## src/rtl/ballot_capture_if.sv

```systemverilog
// ballot_capture_if
// Bundles the voting-booth signals between the button panel/officer side and
// the ballot capture stage.
//   btn            raw candidate buttons (bit0 = cand0 .. bit2 = cand2)
//   ballot_issue   presiding-officer ballot button level
//   vswitch        one-hot vote towards the counter
//   en             one-cycle vote strobe
//   ready          ballot lamp, lit while a ballot is open
//   multi_err      one-cycle pulse on a multi-button press
//   timeout        one-cycle pulse when an open ballot expires
//   ballots_issued running count of ballots issued
// modport master: the panel side (drives buttons, observes results)
// modport slave : the capture stage
interface ballot_capture_if #(
    parameter int CNT_W = 8
);
    logic [2:0]       btn;
    logic             ballot_issue;
    logic [2:0]       vswitch;
    logic             en;
    logic             ready;
    logic             multi_err;
    logic             timeout;
    logic [CNT_W-1:0] ballots_issued;

    modport master (
        output btn, ballot_issue,
        input  vswitch, en, ready, multi_err, timeout, ballots_issued
    );

    modport slave (
        input  btn, ballot_issue,
        output vswitch, en, ready, multi_err, timeout, ballots_issued
    );
endinterface

```

## src/rtl/ballot_capture.sv

```systemverilog
// ballot_capture
// Front end of the vote counter: synchronises and debounces the candidate
// buttons, and lets exactly one single-button vote through per ballot issued
// by the presiding officer.
// Ports:
//   clk  rising-edge system clock
//   rst  asynchronous active-high reset
//   bus  ballot_capture_if.slave (buttons and ballot_issue in; vswitch, en,
//        ready, multi_err, timeout, ballots_issued out, all registered)
module ballot_capture #(
    parameter int DEBOUNCE = 4,
    parameter int TIMEOUT  = 64,
    parameter int CNT_W    = 8
) (
    input logic             clk,
    input logic             rst,
    ballot_capture_if.slave bus
);
    localparam int DW = $clog2(DEBOUNCE);
    localparam int TW = $clog2(TIMEOUT);
    localparam logic [DW-1:0] DEB_LAST = DW'(DEBOUNCE - 1);
    localparam logic [TW-1:0] TO_LAST  = TW'(TIMEOUT - 1);

    typedef enum logic [1:0] {IDLE, ARMED, CAST, LOCK} state_t;

    state_t state, next_state;

    logic [2:0]       btn_meta, btn_sync;
    logic             bi_meta, bi_sync, bi_prev;
    logic [2:0]       deb, deb_prev;
    logic [DW-1:0]    deb_cnt [3];
    logic [TW-1:0]    tcnt, tcnt_d;
    logic [CNT_W-1:0] ballots, ballots_d;

    logic [2:0] vswitch_q, vswitch_d;
    logic       en_q, en_d;
    logic       ready_q, ready_d;
    logic       multi_q, multi_d;
    logic       to_q, to_d;

    logic bi_rise, press_evt;

    // Two-flop synchronisers for all asynchronous inputs; bi_prev keeps the
    // previous synchronised ballot level for edge detection.
    always_ff @(posedge clk or posedge rst) begin
        if (rst) begin
            btn_meta <= '0;
            btn_sync <= '0;
            bi_meta  <= 1'b0;
            bi_sync  <= 1'b0;
            bi_prev  <= 1'b0;
        end else begin
            btn_meta <= bus.btn;
            btn_sync <= btn_meta;
            bi_meta  <= bus.ballot_issue;
            bi_sync  <= bi_meta;
            bi_prev  <= bi_sync;
        end
    end

    // Per-bit debounce: a bit follows its synchronised level only after the
    // two have disagreed for DEBOUNCE consecutive cycles; any agreement
    // (a bounce back) restarts the count.
    always_ff @(posedge clk or posedge rst) begin
        if (rst) begin
            deb      <= '0;
            deb_prev <= '0;
            for (int i = 0; i < 3; i++) deb_cnt[i] <= '0;
        end else begin
            deb_prev <= deb;
            for (int i = 0; i < 3; i++) begin
                if (btn_sync[i] != deb[i]) begin
                    if (deb_cnt[i] == DEB_LAST) begin
                        deb[i]     <= btn_sync[i];
                        deb_cnt[i] <= '0;
                    end else begin
                        deb_cnt[i] <= deb_cnt[i] + DW'(1);
                    end
                end else begin
                    deb_cnt[i] <= '0;
                end
            end
        end
    end

    assign bi_rise   = bi_sync & ~bi_prev;
    // A press only counts when coming from all-released, so a held or
    // partially released combination never fires twice.
    assign press_evt = (deb != 3'b000) && (deb_prev == 3'b000);

    // Next-state and next-output logic; every output is computed here and
    // registered below so the counter sees glitch-free levels.
    always_comb begin
        next_state = state;
        tcnt_d     = tcnt;
        ballots_d  = ballots;
        vswitch_d  = 3'b000;
        en_d       = 1'b0;
        multi_d    = 1'b0;
        to_d       = 1'b0;
        unique case (state)
            IDLE: begin
                if (bi_rise) begin
                    next_state = ARMED;
                    tcnt_d     = '0;
                    ballots_d  = ballots + CNT_W'(1);
                end
            end
            ARMED: begin
                // A valid vote beats a simultaneous expiry.
                if (press_evt && $onehot(deb)) begin
                    next_state = CAST;
                    en_d       = 1'b1;
                    vswitch_d  = deb;
                end else begin
                    if (press_evt) multi_d = 1'b1;
                    if (tcnt == TO_LAST) begin
                        next_state = IDLE;
                        to_d       = 1'b1;
                    end else begin
                        tcnt_d = tcnt + TW'(1);
                    end
                end
            end
            CAST: next_state = LOCK;
            LOCK: begin
                if (deb == 3'b000 && !bi_sync) next_state = IDLE;
            end
            default: next_state = IDLE;
        endcase
        ready_d = (next_state == ARMED);
    end

    // State and output registers.
    always_ff @(posedge clk or posedge rst) begin
        if (rst) begin
            state     <= IDLE;
            tcnt      <= '0;
            ballots   <= '0;
            vswitch_q <= 3'b000;
            en_q      <= 1'b0;
            ready_q   <= 1'b0;
            multi_q   <= 1'b0;
            to_q      <= 1'b0;
        end else begin
            state     <= next_state;
            tcnt      <= tcnt_d;
            ballots   <= ballots_d;
            vswitch_q <= vswitch_d;
            en_q      <= en_d;
            ready_q   <= ready_d;
            multi_q   <= multi_d;
            to_q      <= to_d;
        end
    end

    assign bus.vswitch        = vswitch_q;
    assign bus.en             = en_q;
    assign bus.ready          = ready_q;
    assign bus.multi_err      = multi_q;
    assign bus.timeout        = to_q;
    assign bus.ballots_issued = ballots;
endmodule

```

## src/flat_wrapper.sv

```systemverilog
// flat-port wrapper written by rule: the top's interface ports become plain ports
module ballot_capture_flat 
#(
    parameter int DEBOUNCE = 4,
    parameter int TIMEOUT  = 64,
    parameter int CNT_W    = 8
)
  (clk, rst, bus_btn, bus_ballot_issue, bus_vswitch, bus_en, bus_ready, bus_multi_err, bus_timeout, bus_ballots_issued);
  ballot_capture_if #(.CNT_W(CNT_W)) bus_i ();
  input logic clk;
  input logic rst;
  input wire logic [$bits(bus_i.btn)-1:0] bus_btn;
  input wire logic [$bits(bus_i.ballot_issue)-1:0] bus_ballot_issue;
  output wire logic [$bits(bus_i.vswitch)-1:0] bus_vswitch;
  output wire logic [$bits(bus_i.en)-1:0] bus_en;
  output wire logic [$bits(bus_i.ready)-1:0] bus_ready;
  output wire logic [$bits(bus_i.multi_err)-1:0] bus_multi_err;
  output wire logic [$bits(bus_i.timeout)-1:0] bus_timeout;
  output wire logic [$bits(bus_i.ballots_issued)-1:0] bus_ballots_issued;
  assign bus_i.btn = bus_btn;
  assign bus_i.ballot_issue = bus_ballot_issue;
  assign bus_vswitch = bus_i.vswitch;
  assign bus_en = bus_i.en;
  assign bus_ready = bus_i.ready;
  assign bus_multi_err = bus_i.multi_err;
  assign bus_timeout = bus_i.timeout;
  assign bus_ballots_issued = bus_i.ballots_issued;
  ballot_capture #(.DEBOUNCE(DEBOUNCE), .TIMEOUT(TIMEOUT), .CNT_W(CNT_W)) u_core (.clk(clk), .rst(rst), .bus(bus_i));
endmodule
```

## config.mk

```make
export PLATFORM = sky130hd
export DESIGN_NAME = ballot_capture_flat
export DESIGN_NICKNAME = d
export VERILOG_FILES = /design/src/rtl/ballot_capture_if.sv /design/src/rtl/ballot_capture.sv /design/src/flat_wrapper.sv
export SDC_FILE = /design/constraint.sdc
export NUM_CORES = 1
export LEC_CHECK = 0
export CAP_MARGIN = 10
export CORE_MARGIN = 10
export CORE_UTILIZATION = 54
export DETAILED_ROUTE_END_ITERATION = 10
export MAX_ROUTING_LAYER = met4
export PLACE_DENSITY_LB_ADDON = 0.08
export SLEW_MARGIN = 30
export SYNTH_ARGS = -nofsm -noshare
export SYNTH_HDL_FRONTEND = slang
export SYNTH_SLANG_ARGS = --single-unit
```

## constraint.sdc

```tcl
create_clock -name clk -period 2 [get_ports clk]
set_input_delay 0.4 -clock clk [delete_from_list [all_inputs] [get_ports clk]]
set_output_delay 0.4 -clock clk [all_outputs]
set_load 0.01 [all_outputs]
```

==> results of run 1 <==
area by class of cell:
cell class	count	area, um^2	share of cell area, %
Multi-Input combinational cell	87	642	30.7
Clock buffer	6	41.3	1.98
Timing Repair Buffer	23	223	10.7
Inverter	6	22.5	1.08
Clock inverter	1	5.00	0.240
Tap cell	44	55.1	2.63
Sequential cell	44	1100	52.7
Yosys cell counts, drive strengths merged (3+ instances only):
library cell	instances	area share (%)
and3	4	1.7
o21ai	5	1.4
xnor2	9	4.5
ha	5	3.6
nand2	8	1.7
nor3	8	2.3
dfrtp	44	63
nor2	3	0.64
a31oi	3	1.9
inv	6	1.3
nand2b	7	2.5
nor4	4	1.4
nor2b	7	2.5
nand3	6	1.7
flip-flops by register name, summed over array words and instances, names as in the netlist:
signal,cells
u_core.bus.ballots_issued,8
u_core.deb_cnt,6
u_core.tcnt,6
u_core.btn_meta,3
u_core.btn_sync,3
u_core.bus.vswitch,3
u_core.deb,3
u_core.deb_prev,3
u_core.state,2
u_core.bi_meta,1
u_core.bi_prev,1
u_core.bi_sync,1
u_core.bus.en,1
u_core.bus.multi_err,1
u_core.bus.ready,1
u_core.bus.timeout,1
repair_timing:
| item | CTS | global route |
|---|---|---|
| pin swaps | 0 | 0 |
| endpoints found under the setup margin | 1 | 3 |
| gates resized for setup | 1 | 2 |
kinds of logic after synthesis:
group	after synthesis	synth area share [%]
AOI/OAI and AO/OA	15	6.21
xor gates and xnor gates	10	5.00
adders and majority gates	6	4.71
buffers and inverters	6	1.28
DFF	44	62.8
muxes	3	1.78
and+or+nand+nor	53	18.2
per-layer routing:
metal	global-route usage [%]	wire length (um)
met3	5.36	216
met5	-	0
met2	16.8	1430
met1	13.6	1390
met4	4.20	21
power groups by stage:
| stage | Combinational [mW] | Sequential, mW | Clock [mW] |
|---|---|---|---|
| 3_3_place_gp | 1.02 | 1.36 | 0 |
| 2_1_floorplan | 0.685 | 1.37 | 0 |
| 5_1_grt | 1.23 | 1.39 | 0.457 |
| 3_5_place_dp | 1.06 | 1.37 | 0 |
| 4_1_cts | 1.08 | 1.36 | 0.406 |
| 6_report | 1.10 | 1.36 | 0.394 |
per-stage QoR:
stage	worst slack, ns	utilization (%)	instances	hold slack (ns)
after floorplan	0.185	-	137	0.331
after global placement	0.0945	66.0	204	0.334
after detailed placement	0.0126	66.0	204	0.336
after CTS	0.0894	67.6	211	0.364
after global routing	0.0175	67.9	211	0.368
final	0.140	67.9	211	0.361
worst paths after layout:
| kind | startpoint | to | slack [ns] | depth (start not counted) |
|---|---|---|---|---|
| max | u_core.deb[0] | u_core.state[0] | 0.14 | 6 |
| min | u_core.bi_meta | u_core.bi_sync | 0.36 | 0 |
| max reg2reg | u_core.deb[0] | u_core.state[0] | 0.14 | 6 |
| min reg2reg | u_core.bi_meta | u_core.bi_sync | 0.36 | 0 |
| max in group asynchronous | rst | u_core.bus.ballots_issued[5] | 1.16 | 3 |
| min in group asynchronous | rst | u_core.btn_meta[0] | 0.47 | 3 |
==> results.ini, run 1 <==
[clock_network]
numCtsBuffers=5
clockBufferDepth=2
cts_tree=yes
ctsHoldBuffers=0
clkTransAtPathRegs_ns=0.13
htree_levels=2
post-cts-setup-buffers=0
clock_tree.root_cell=clkbuf_4
clock_latency_ns=0.36
cts_sinks=44

[job]
cap_violations=0

[route]
wire_per_inst_um=14.5
via_count=1098
ant_nets=0
finalWirelength_um=3050
drc=0
first_pass_iters=4
viasPerCell=5.20
dr.first_iter.drc_count=81

[critical_path]
crit_path_max_incr_delay_ns=0.53
critPathLaunchType=flop
worstSetupPathType=reg2reg
path_delay_family=adder cells
end_kind=flop
worstPathRequired_ns=2.24
cp_max_fo=7
worstPathCellList=inv_1 > fa_1 > nor2b_4 > a31oi_4 > a21o_1 > nand2b_1
critPathBufInv=1
slowest_stage=fa_1
crit_arrival_ns=2.10

[pwr]
power_frac_seq_pct=47.5
intPower_mw=1.81
comb_power_share_pct=38.7
sw_frac_of_total_pct=36.8
p_leak_nw=0.930
powerDensity_nw_per_um2=1370
pwr-share-clk_pct=13.8
ir_worst_vdd_mv=0.645
power.switching_mw=1.05
p_total_mw=2.86

[die]
die_h_um=77.0
coreArea_um2=3080
row_count=20
start_util_pct=57.0
fp.dieArea_um2=5930
die_w_um=77.0
ios=21

[sta]
finalCritPeriodShare_pct=93.0
timing.final.hold_violations=0
setup_viol=0
rsz0062_at_grt=false
min_period_ns=1.86
slew_violations=0
slew_headroom_pct=62.0
setup_tns_ns=0
worstMarginPinSlew_ns=0.565
fmax_mhz=538
clock_skew_ns=0.0179

[yosys]
ys_ff_latch=44
ys_types=32
synth_edf_count=0
syn_area_um2=1750
ys_seq_area_share_pct=62.8
yosys_warnings=0
syn_avg_cell_area_um2=12.8
syn-num-nets=149
ys.flop_type=dfrtp_1
synthArstFlopShare_pct=100
synthesis.instances=137

[layout]
layout_commonest_cell=dfrtp_1
insertedDiodeCount=0
fin_nets=179
layout_common_cells=44 x dfrtp_1, 20 x clkdlybuf4s50_1, 9 x xnor2_1
fin_area_um2=2090
drive_above_1_share_pct=10.2
nFillCells=244
area_growth_pct=19.2

[placement]
place_area_um2=2030
dp_hpwl_um=2200
io_buffers=20
place.gp.congestion=0.788

[global_routing]
grt_pass1_wl_um=5420
grt_max_degree=45
gr-usage-all-layers_pct=11.5
antenna_found_initial=0
overflow=0
grt_pass1_vias=1158

[status]
status=complete, no violations

[worst_hold_path]
hp-class=reg2reg

Note: power is estimated with default switching activity, not from simulation.
==> run 2: changes to the inputs <==
--- a/config.mk
+++ b/config.mk
@@ -7,10 +7,11 @@
 export LEC_CHECK = 0
 export CAP_MARGIN = 10
 export CORE_MARGIN = 10
-export CORE_UTILIZATION = 54
+export CORE_UTILIZATION = 35
 export DETAILED_ROUTE_END_ITERATION = 10
 export MAX_ROUTING_LAYER = met4
 export PLACE_DENSITY_LB_ADDON = 0.08
+export SKIP_LAST_GASP = 1
 export SLEW_MARGIN = 30
 export SYNTH_ARGS = -nofsm -noshare
 export SYNTH_HDL_FRONTEND = slang
==> run 2 against run 1 <==
Compared with the run above: register-to-register slack better by 0.03 ns; sequential share of layout area shrank 2.0 points; die area increased by 39%; fmax rose by 1.5%; utilization is 23 points lower; combinational power barely moved; highest routed layer unchanged; wire length increased by 2.6%; largest cell class unchanged; clock skew decreased by 0.012 ns.
==> results.ini, run 2 (same netlist as run 1, synthesis figures left out) <==
[status]
status=complete, no violations

[worst_hold_path]
min_from=u_core.btn_meta[2]
hp-class=reg2reg
hold_depth=0  ; unchanged
min_to=u_core.btn_sync[2]

[route]
ant_nets=0  ; unchanged
via_count=1108  ; +0.91%
finalWirelength_um=3130  ; +2.6%
first_pass_iters=4  ; unchanged
viasPerCell=4.68  ; -10%
wire_per_inst_um=13.2  ; -8.6%
dr.first_iter.drc_count=68  ; -16%
drc=0  ; unchanged

[critical_path]
worstPathCellList=inv_1 > fa_1 > nor2b_2 > and4_4 > a2111oi_1 > nor2_1
crit_arrival_ns=2.01  ; -0.09 ns
path_delay_family=adder cells
slowest_stage=fa_1
reg2reg_from=u_core.deb[0]
r2r_cells=6  ; unchanged
worst-r2r-setup-slack_ns=0.17  ; +0.03 ns
end_kind=flop
worstReg2RegEnd=u_core.tcnt[4]
crit_path_max_incr_delay_ns=0.57  ; +0.04 ns
worstPathRequired_ns=2.18  ; -0.06 ns
cp_max_fo=3  ; -4
worstSetupPathType=reg2reg
critPathBufInv=1  ; unchanged
critPathLaunchType=flop

[pwr]
ir_worst_vdd_mv=0.578  ; -10%
p_leak_nw=0.950  ; +2.1%
powerDensity_nw_per_um2=1390  ; +1.7%

[placement]
place_ws_ns=0.0944  ; +0.0818 ns
dp_hpwl_um=2230  ; +1.6%
io_buffers=20  ; unchanged
place.gp.congestion=0.862  ; +9.4%

[sta]
slew_headroom_pct=63.3  ; +1.3 points
rsz0062_at_grt=false
setup_tns_ns=0  ; unchanged
worstMarginPinSlew_ns=0.550  ; -0.0154 ns
timing.final.hold_violations=0  ; unchanged
fmax_mhz=546  ; +1.5%
worst_slack_ns=0.168  ; +0.0275 ns
clock_skew_ns=0.00575  ; -0.0122 ns
min_period_ns=1.83  ; -0.0275 ns
slew_violations=0  ; unchanged
finalCritPeriodShare_pct=91.6  ; -1.4 points
setup_viol=0  ; unchanged

[global_routing]
grt_pass1_wl_um=5360  ; -1.0%
grt_max_degree=45  ; unchanged
grt_pass1_vias=1132  ; -2.2%
overflow=0  ; unchanged
antenna_found_initial=0  ; unchanged
gr-usage-all-layers_pct=8.21  ; -3.3 points

[clock_network]
htree_levels=2  ; unchanged
clock_tree.root_cell=clkbuf_8
cts_tree=yes
numCtsBuffers=5  ; unchanged
clock_latency_ns=0.29  ; -0.07 ns
post-cts-setup-buffers=0  ; unchanged
clockBufferDepth=2  ; unchanged
clkTransAtPathRegs_ns=0.08  ; -0.05 ns
cts_sinks=44  ; unchanged

[die]
die_w_um=90.8  ; +18%
fp.dieArea_um2=8240  ; +39%
row_count=25  ; +25%
die_h_um=90.8  ; +18%
ios=21  ; unchanged
start_util_pct=36.6  ; -20 points
coreArea_um2=4790  ; +55%

[layout]
largest_reg_flops=8  ; unchanged
fin_nets=181  ; +1.1%
nFillCells=455  ; +86%
insertedDiodeCount=0  ; unchanged
drive_above_1_share_pct=11.2  ; +1.0 points
area_growth_pct=23.8
layout_common_cells=44 x dfrtp_1, 20 x clkdlybuf4s50_1, 9 x xnor2_1
layout_commonest_cell=dfrtp_1

[job]
cap_violations=0  ; unchanged

run 2: changes by cell type in the layout (fill, tap and decap cells not counted), sizes merged:
cell and delta:
buf +2, clkbuf +1, clkinv -1, clkinvlp +1
run 2: worst register-to-register path, stage by stage, from the launching register on:
cell and delay [ns]:
dfrtp_1 0.35, inv_1 0.08, fa_1 0.57, nor2b_2 0.07, and4_4 0.18, a2111oi_1 0.39
nor2_1 0.07
run 2: per-stage QoR:
| step | hold WS [ns] | instances | cell area [um^2] | utilization, % | power (mW) |
|---|---|---|---|---|---|
| floorplan | 0.331 | 137 | 1750 | - | 2.05 |
| global placement | 0.332 | 229 | 2070 | 43.3 | 2.42 |
| detailed placement | 0.337 | 229 | 2070 | 43.3 | 2.46 |
| CTS | 0.356 | 237 | 2170 | 45.3 | 3.05 |
| global route | 0.360 | 237 | 2170 | 45.4 | 3.24 |
| finish | 0.352 | 237 | 2170 | 45.4 | 3.02 |
run 2: worst max path at each step:
stage / start / endpoint / slack (ns) / depth (start not counted)
5_1_grt: u_core.deb[0] / u_core.tcnt[4] / 0.06 / 6
6_report: u_core.deb[0] / u_core.tcnt[4] / 0.17 / 6
4_1_cts: u_core.deb[1] / u_core.state[0] / 0.08 / 6
3_3_place_gp: u_core.deb[1] / u_core.state[0] / 0.14 / 6
3_5_place_dp: u_core.deb[1] / u_core.state[0] / 0.09 / 6
2_1_floorplan: u_core.deb[0] / u_core.state[0] / 0.19 / 6
run 2: layout make-up:
cell class              instances  area (um^2)  share of cell area (%)
clock buffers                   7         86.3                    3.98
repair buffers                 25          238                    11.0
inverters                       6         22.5                    1.04
well taps                      67         83.8                    3.86
clock inverters                 1         7.51                   0.346
multi-input cells              87          632                    29.1
flip-flops and latches         44         1100                    50.7
run 2: layer usage:
layer	GRT usage, %	part of all wire (%)
met3	2.66	5.0
met1	10.3	49
met5	-	0
met2	11.5	44
met4	4.31	1.7
run 2: where the power goes:
group / switching (mW) / internal, mW / total (mW)
sequential: 0.205 / 1.14 / 1.35
clock: 0.295 / 0.281 / 0.575
combinational: 0.561 / 0.536 / 1.10
run 2: timing repair:
item                       4_1_cts  5_1_grt
gates resized for setup          0        1
setup endpoints to repair        0        2
hold buffers                     0        0
==> run 3: changes to the inputs <==
--- a/config.mk
+++ b/config.mk
@@ -7,7 +7,7 @@
 export LEC_CHECK = 0
 export CAP_MARGIN = 10
 export CORE_MARGIN = 10
-export CORE_UTILIZATION = 35
+export CORE_UTILIZATION = 25
 export DETAILED_ROUTE_END_ITERATION = 10
 export MAX_ROUTING_LAYER = met4
 export PLACE_DENSITY_LB_ADDON = 0.08
==> run 3 against run 2 <==
Compared with the run above: hold slack is essentially flat; count of clock-buffer cells in the layout is 1 lower; utilization is 12 points lower; setup slack improved by 0.014 ns; flip-flop and latch count did not move; sequential power is essentially flat; critical endpoint unchanged.
==> results.ini, run 3 (same netlist as run 1, synthesis figures left out) <==
[sta]
setup_viol=0  ; unchanged
min_period_ns=1.82  ; -0.0142 ns
fin_hold_ws_ns=0.352  ; +0.000115 ns
clock_skew_ns=0.00688  ; +0.00113 ns
setup_tns_ns=0  ; unchanged
finalCritPeriodShare_pct=90.9  ; -0.71 points
slew_violations=0  ; unchanged
worstMarginPinSlew_ns=0.537  ; -0.0131 ns
slew_headroom_pct=63.9  ; +0.60 points
timing.final.hold_violations=0  ; unchanged
worst_slack_ns=0.182  ; +0.0142 ns
rsz0062_at_grt=false
fmax_mhz=550  ; +0.78%

[route]
finalWirelength_um=3260  ; +3.9%
drc=0  ; unchanged
first_pass_iters=3  ; -1
wire_per_inst_um=12.2  ; -7.4%
viasPerCell=4.15  ; -11%
ant_nets=0  ; unchanged
via_count=1105  ; -0.27%
dr.first_iter.drc_count=14  ; -79%

[critical_path]
worstPathRequired_ns=2.18  ; about the same
worstPathCellList=inv_1 > fa_1 > nor2b_2 > and4_4 > a2111oi_1 > nor2_1
end_kind=flop
worstSetupPathType=reg2reg
slowest_stage=fa_1
crit_arrival_ns=1.99  ; -0.02 ns
critPathLaunchType=flop
critPathBufInv=1  ; unchanged
cp_max_fo=3  ; unchanged
path_delay_family=adder cells
crit_path_max_incr_delay_ns=0.44  ; -0.13 ns

[clock_network]
ctsHoldBuffers=0  ; unchanged
clock_tree.root_cell=clkbuf_8
clock_latency_ns=0.30  ; about the same
cts_tree=yes
numCtsBuffers=5  ; unchanged
post-cts-setup-buffers=0  ; unchanged
htree_levels=2  ; unchanged
clkTransAtPathRegs_ns=0.08  ; about the same
clockBufferDepth=2  ; unchanged
cts_sinks=44  ; unchanged

[pwr]
p_leak_nw=0.961  ; +1.2%
sw_frac_of_total_pct=34.0  ; -1.1 points
pwr-share-clk_pct=21.6  ; +2.5 points
power_frac_seq_pct=43.3  ; -1.3 points
powerDensity_nw_per_um2=1390  ; about the same
intPower_mw=2.05  ; +4.7%
p_total_mw=3.11  ; +2.9%
comb_power_share_pct=35.1  ; -1.2 points
ir_worst_vdd_mv=0.492  ; -15%
power.switching_mw=1.06  ; -0.41%

[layout]
drive_above_1_share_pct=11.2  ; unchanged
insertedDiodeCount=0  ; unchanged
fin_cells=266  ; +12%
fin_area_um2=2230  ; +2.9%
layout_common_cells=44 x dfrtp_1, 20 x clkdlybuf4s50_1, 9 x xnor2_1
area_growth_pct=27.4
fin_nets=181  ; unchanged
utilization_pct=32.9  ; -12 points
largest_reg_flops=8  ; unchanged
layout_commonest_cell=dfrtp_1

[die]
coreArea_um2=6790  ; +42%
ios=21  ; unchanged
start_util_pct=25.8  ; -11 points
fp.dieArea_um2=10800  ; +31%
die_h_um=104  ; +14%
die_w_um=104  ; +14%
row_count=30  ; +20%

[placement]
place.gp.congestion=0.808  ; -6.3%
place_inst=258  ; +13%
place_ws_ns=0.0946  ; +0.000131 ns
place_area_um2=2120  ; +2.4%
dp_hpwl_um=2330  ; +4.3%
io_buffers=20  ; unchanged

[worst_hold_path]
hp-class=reg2reg

[global_routing]
grt_max_degree=45  ; unchanged
antenna_found_initial=0  ; unchanged
grt_pass1_wl_um=5620  ; +4.9%
grt_pass1_vias=1140  ; +0.71%
gr-usage-all-layers_pct=6.58  ; -1.6 points
overflow=0  ; unchanged

[job]
cap_violations=0  ; unchanged

[status]
status=complete, no violations

[run 3: power by group through the flow]
stage                     combinational (mW)  clock (mW)  sequential (mW)
after floorplan                        0.685           0             1.37
after detailed placement                1.10           0             1.36
after global routing                    1.23       0.724             1.38
final                                   1.09       0.672             1.34
after global placement                  1.09           0             1.36
after CTS                               1.10       0.695             1.35
[run 3: metal layers]
metal	wire length [um]	vias up	GRT usage, %
met3	127	6	2.42
met1	1680	540	8.25
met5	0	-	-
li1	-	539	-
met4	47	0	3.28
met2	1400	20	9.05
[run 3: final timing paths]
check,startpoint,to,slack [ns],depth (start not counted)
worst min register to register,u_core.btn_meta[0],u_core.btn_sync[0],0.35,0
worst max-delay path,u_core.deb[0],u_core.tcnt[4],0.18,6
min in group asynchronous,rst,u_core.bus.ballots_issued[7],0.44,3
max in group asynchronous,rst,u_core.tcnt[1],1.36,3
worst min-delay path,u_core.btn_meta[0],u_core.btn_sync[0],0.35,0
worst max register to register,u_core.deb[0],u_core.tcnt[4],0.18,6
[run 3: cell type report]
type                       instances  area (um^2)
multi-input combinational         87          632
tap                               96          120
timing repair buffer              25          250
sequential                        44         1100
clock inverter                     2         35.0
inverter                           6         22.5
clock buffer                       6         72.6
fill                             694         4560
[run 3: repair_timing]
item / CTS / global route
endpoints found under the hold margin: 0 / 0
resized for setup: 0 / 1
setup endpoints to repair: 0 / 2
[run 3: worst reg2reg max path: stages (launching register included)]
cell       delay, ns
dfrtp_1         0.35
inv_1           0.08
fa_1            0.44
nor2b_2         0.19
and4_4          0.18
a2111oi_1       0.39
nor2_1          0.07
==> patch (config.mk and constraints of run 1) <==
`TIMEOUT` is set to 64 in 2 places; all go to 32.
--- a/src/rtl/ballot_capture.sv
+++ b/src/rtl/ballot_capture.sv
@@ -9,7 +9,7 @@
 //        ready, multi_err, timeout, ballots_issued out, all registered)
 module ballot_capture #(
     parameter int DEBOUNCE = 4,
-    parameter int TIMEOUT  = 64,
+    parameter int TIMEOUT  = 32,
     parameter int CNT_W    = 8
 ) (
     input logic             clk,
--- a/src/flat_wrapper.sv
+++ b/src/flat_wrapper.sv
@@ -2,7 +2,7 @@
 module ballot_capture_flat 
 #(
     parameter int DEBOUNCE = 4,
-    parameter int TIMEOUT  = 64,
+    parameter int TIMEOUT  = 32,
     parameter int CNT_W    = 8
 )
   (clk, rst, bus_btn, bus_ballot_issue, bus_vswitch, bus_en, bus_ready, bus_multi_err, bus_timeout, bus_ballots_issued);
Function: no difference found for any inputs over 10 cycles, from zero or initial values and one cycle with rst high; that may be too few to reach the edited logic, so the function may still have changed.
==> patch against run 1 <==
- power down 4.9%
- worst setup slack got worse by 0.064 ns
- clock power grew 5%
- sequential cell count is 1 lower
- non-clock buffer count up 5
- final area down 1.3%
- clock skew fell by 0.0087 ns
- synthesized area is 4.9% lower
- routed wire length decreased by 14%
- first-iteration DRC count fell by 27%
==> patch: results (changes against run 1) <==
yosys.cell_types.count: 27  # -16%
cp_data_arrival_time_ns: 2.16  # +0.06 ns
grt_max_degree: 44  # -2.2%
synth.area.top_cells: "dfrtp_1 65%, xnor2_1 4.7%, ha_1 4.5%"
drcViolationCount: 0  # unchanged
irDropWorstVdd_uv: 524  # -19%
wl_um: 2630  # -14%
drt_first_pass_iters: 4  # unchanged
syn-num-nets: 139  # -6.7%
dp_slack_ns: 0.00829  # -0.00435 ns
h-tree-depth: 2  # unchanged
worst_pin_slew_ns: 0.514  # -0.0513 ns
cts_made_buffers: 5  # unchanged
yosys-top-cells-count: "43 x dfrtp_1, 11 x nand2_1, 9 x xnor2_1"
n_fill_cell: 222  # -9.0%
seq_area_frac_synth_pct: 64.6  # +1.8 points
hp-class: "register to register"
gp_congestion: 0.754  # -4.3%
antenna_found_initial: 0  # unchanged
portBuffers: 20  # unchanged
p_leak_uw: 0.000966  # +3.9%
crit_path_max_fanout: 5  # -2
ant_nets: 0  # unchanged
grt_pass1_wl_um: 4590  # -15%
final_nets: 173  # -3.4%
grt_use_total_pct: 11.2  # -0.26 points
drt_iter0_drc: 59  # -27%
clockBufferDepth: 2  # unchanged
hpwl_um: 1910  # -13%
ys.flop_type: "dfrtp_1"
grt_pass1_vias: 998  # -14%
drive_gt1_share_pct: 18.1  # +7.9 points
largest_reg_flops: 8  # unchanged
root_buffer: "clkbuf_4"
yosys_warnings: 0  # unchanged
skew_ns: 0.00925  # -0.00870 ns
diodes: 0  # unchanged
vias_per_cell: 5.05  # -2.9%
async_flop_share_pct: 100  # unchanged
cts.clk_slew.worst_paths_ns: 0.12
dpl_cell_area_um2: 1960  # -3.3%
synth_edf_count: 0  # unchanged
status: "completed"
insertion_delay_ns: 0.34  # -0.02 ns
-- patch: cell count changes after synthesis, sizes merged, moves of 2 or more --
cell	delta
a31oi	-3
mux2	+2
nand2	+3
nand2b	-6
nand3	-5
nand3b	+2
nor2b	-2
nor4	-4
or2b	+2
or3	-2
xor2	+2
-- patch: where the power goes --
group | switching (uW) | internal, uW | total, uW
Clock | 250 | 163 | 413
Sequential | 170 | 1100 | 1270
Combinational | 487 | 549 | 1040
Total | 907 | 1810 | 2720
-- patch: path summary, 6_finish.rpt --
kind                                            from                                       end  slack, ns  depth (start not counted)
setup reg to reg           u_core.deb[2]$_DFFE_PP0P_                u_core.tcnt[3]$_DFFE_PP0P_       0.08                          6
hold reg to reg             u_core.bi_meta$_DFF_PP0_                  u_core.bi_sync$_DFF_PP0_       0.36                          0
setup / recovery           u_core.deb[2]$_DFFE_PP0P_                u_core.tcnt[3]$_DFFE_PP0P_       0.08                          6
max in group asynchronous                        rst               u_core.deb_cnt[1]$_DFF_PP0_       1.17                          3
hold / removal              u_core.bi_meta$_DFF_PP0_                  u_core.bi_sync$_DFF_PP0_       0.36                          0
min in group asynchronous                        rst  u_core.bus.ballots_issued[3]$_DFFE_PP0P_       0.48                          3
-- patch: through the flow --
step / setup TNS [ns] / instances / total power, uW / hold slack, ns
floorplan: 0 / 126 / 1860 / 0.331
global placement: 0 / 185 / 2210 / 0.332
detailed placement: 0 / 185 / 2260 / 0.337
CTS: 0 / 192 / 2690 / 0.363
global route: -0.0165 / 193 / 2950 / 0.374
finish: 0 / 193 / 2720 / 0.356
-- patch: kinds of logic after synthesis --
family                   after synthesis  share of synthesized area, %
AND/OR/NAND/NOR                       44                          15.5
flip-flops                            43                          64.6
XOR/XNOR                              12                          6.31
buffers and inverters                  8                          1.80
adder cells (fa/ha/maj)                7                          5.71
AO/OA/AOI/OAI                          6                          2.25
multiplexers                           6                          3.83
-- patch: critical path, cell delays in order (launching register included) --
cell,delay [ns]
dfrtp_1,0.43
inv_2,0.10
fa_1,0.43
nor2b_2,0.20
nand3b_4,0.11
o21ai_4,0.21
mux2_2,0.35
-- patch: final cells by class --
cell class                 instances  area (um2)  area share, %
timing repair buffer              28         260           12.6
clock buffer                       6        51.3           2.49
clock inverter                     1        5.00          0.243
tap                               33        41.3           2.00
inverter                           7        26.3           1.27
multi-input combinational         75         603           29.2
sequential                        43        1080           52.2
-- patch: timing repair --
action	CTS	global route
setup buffers	0	1
gates resized for setup	1	9
pin swaps	0	3
setup endpoints to repair	2	5
-- patch: metal layers --
layer / vias up / track usage, % / part of all wire, %
met2: 19 / 15.9 / 46
li1: 490 / - / -
met1: 461 / 13.7 / 48
met3: 5 / 4.82 / 4.0
met5: - / - / 0
met4: 0 / 4.95 / 1.9
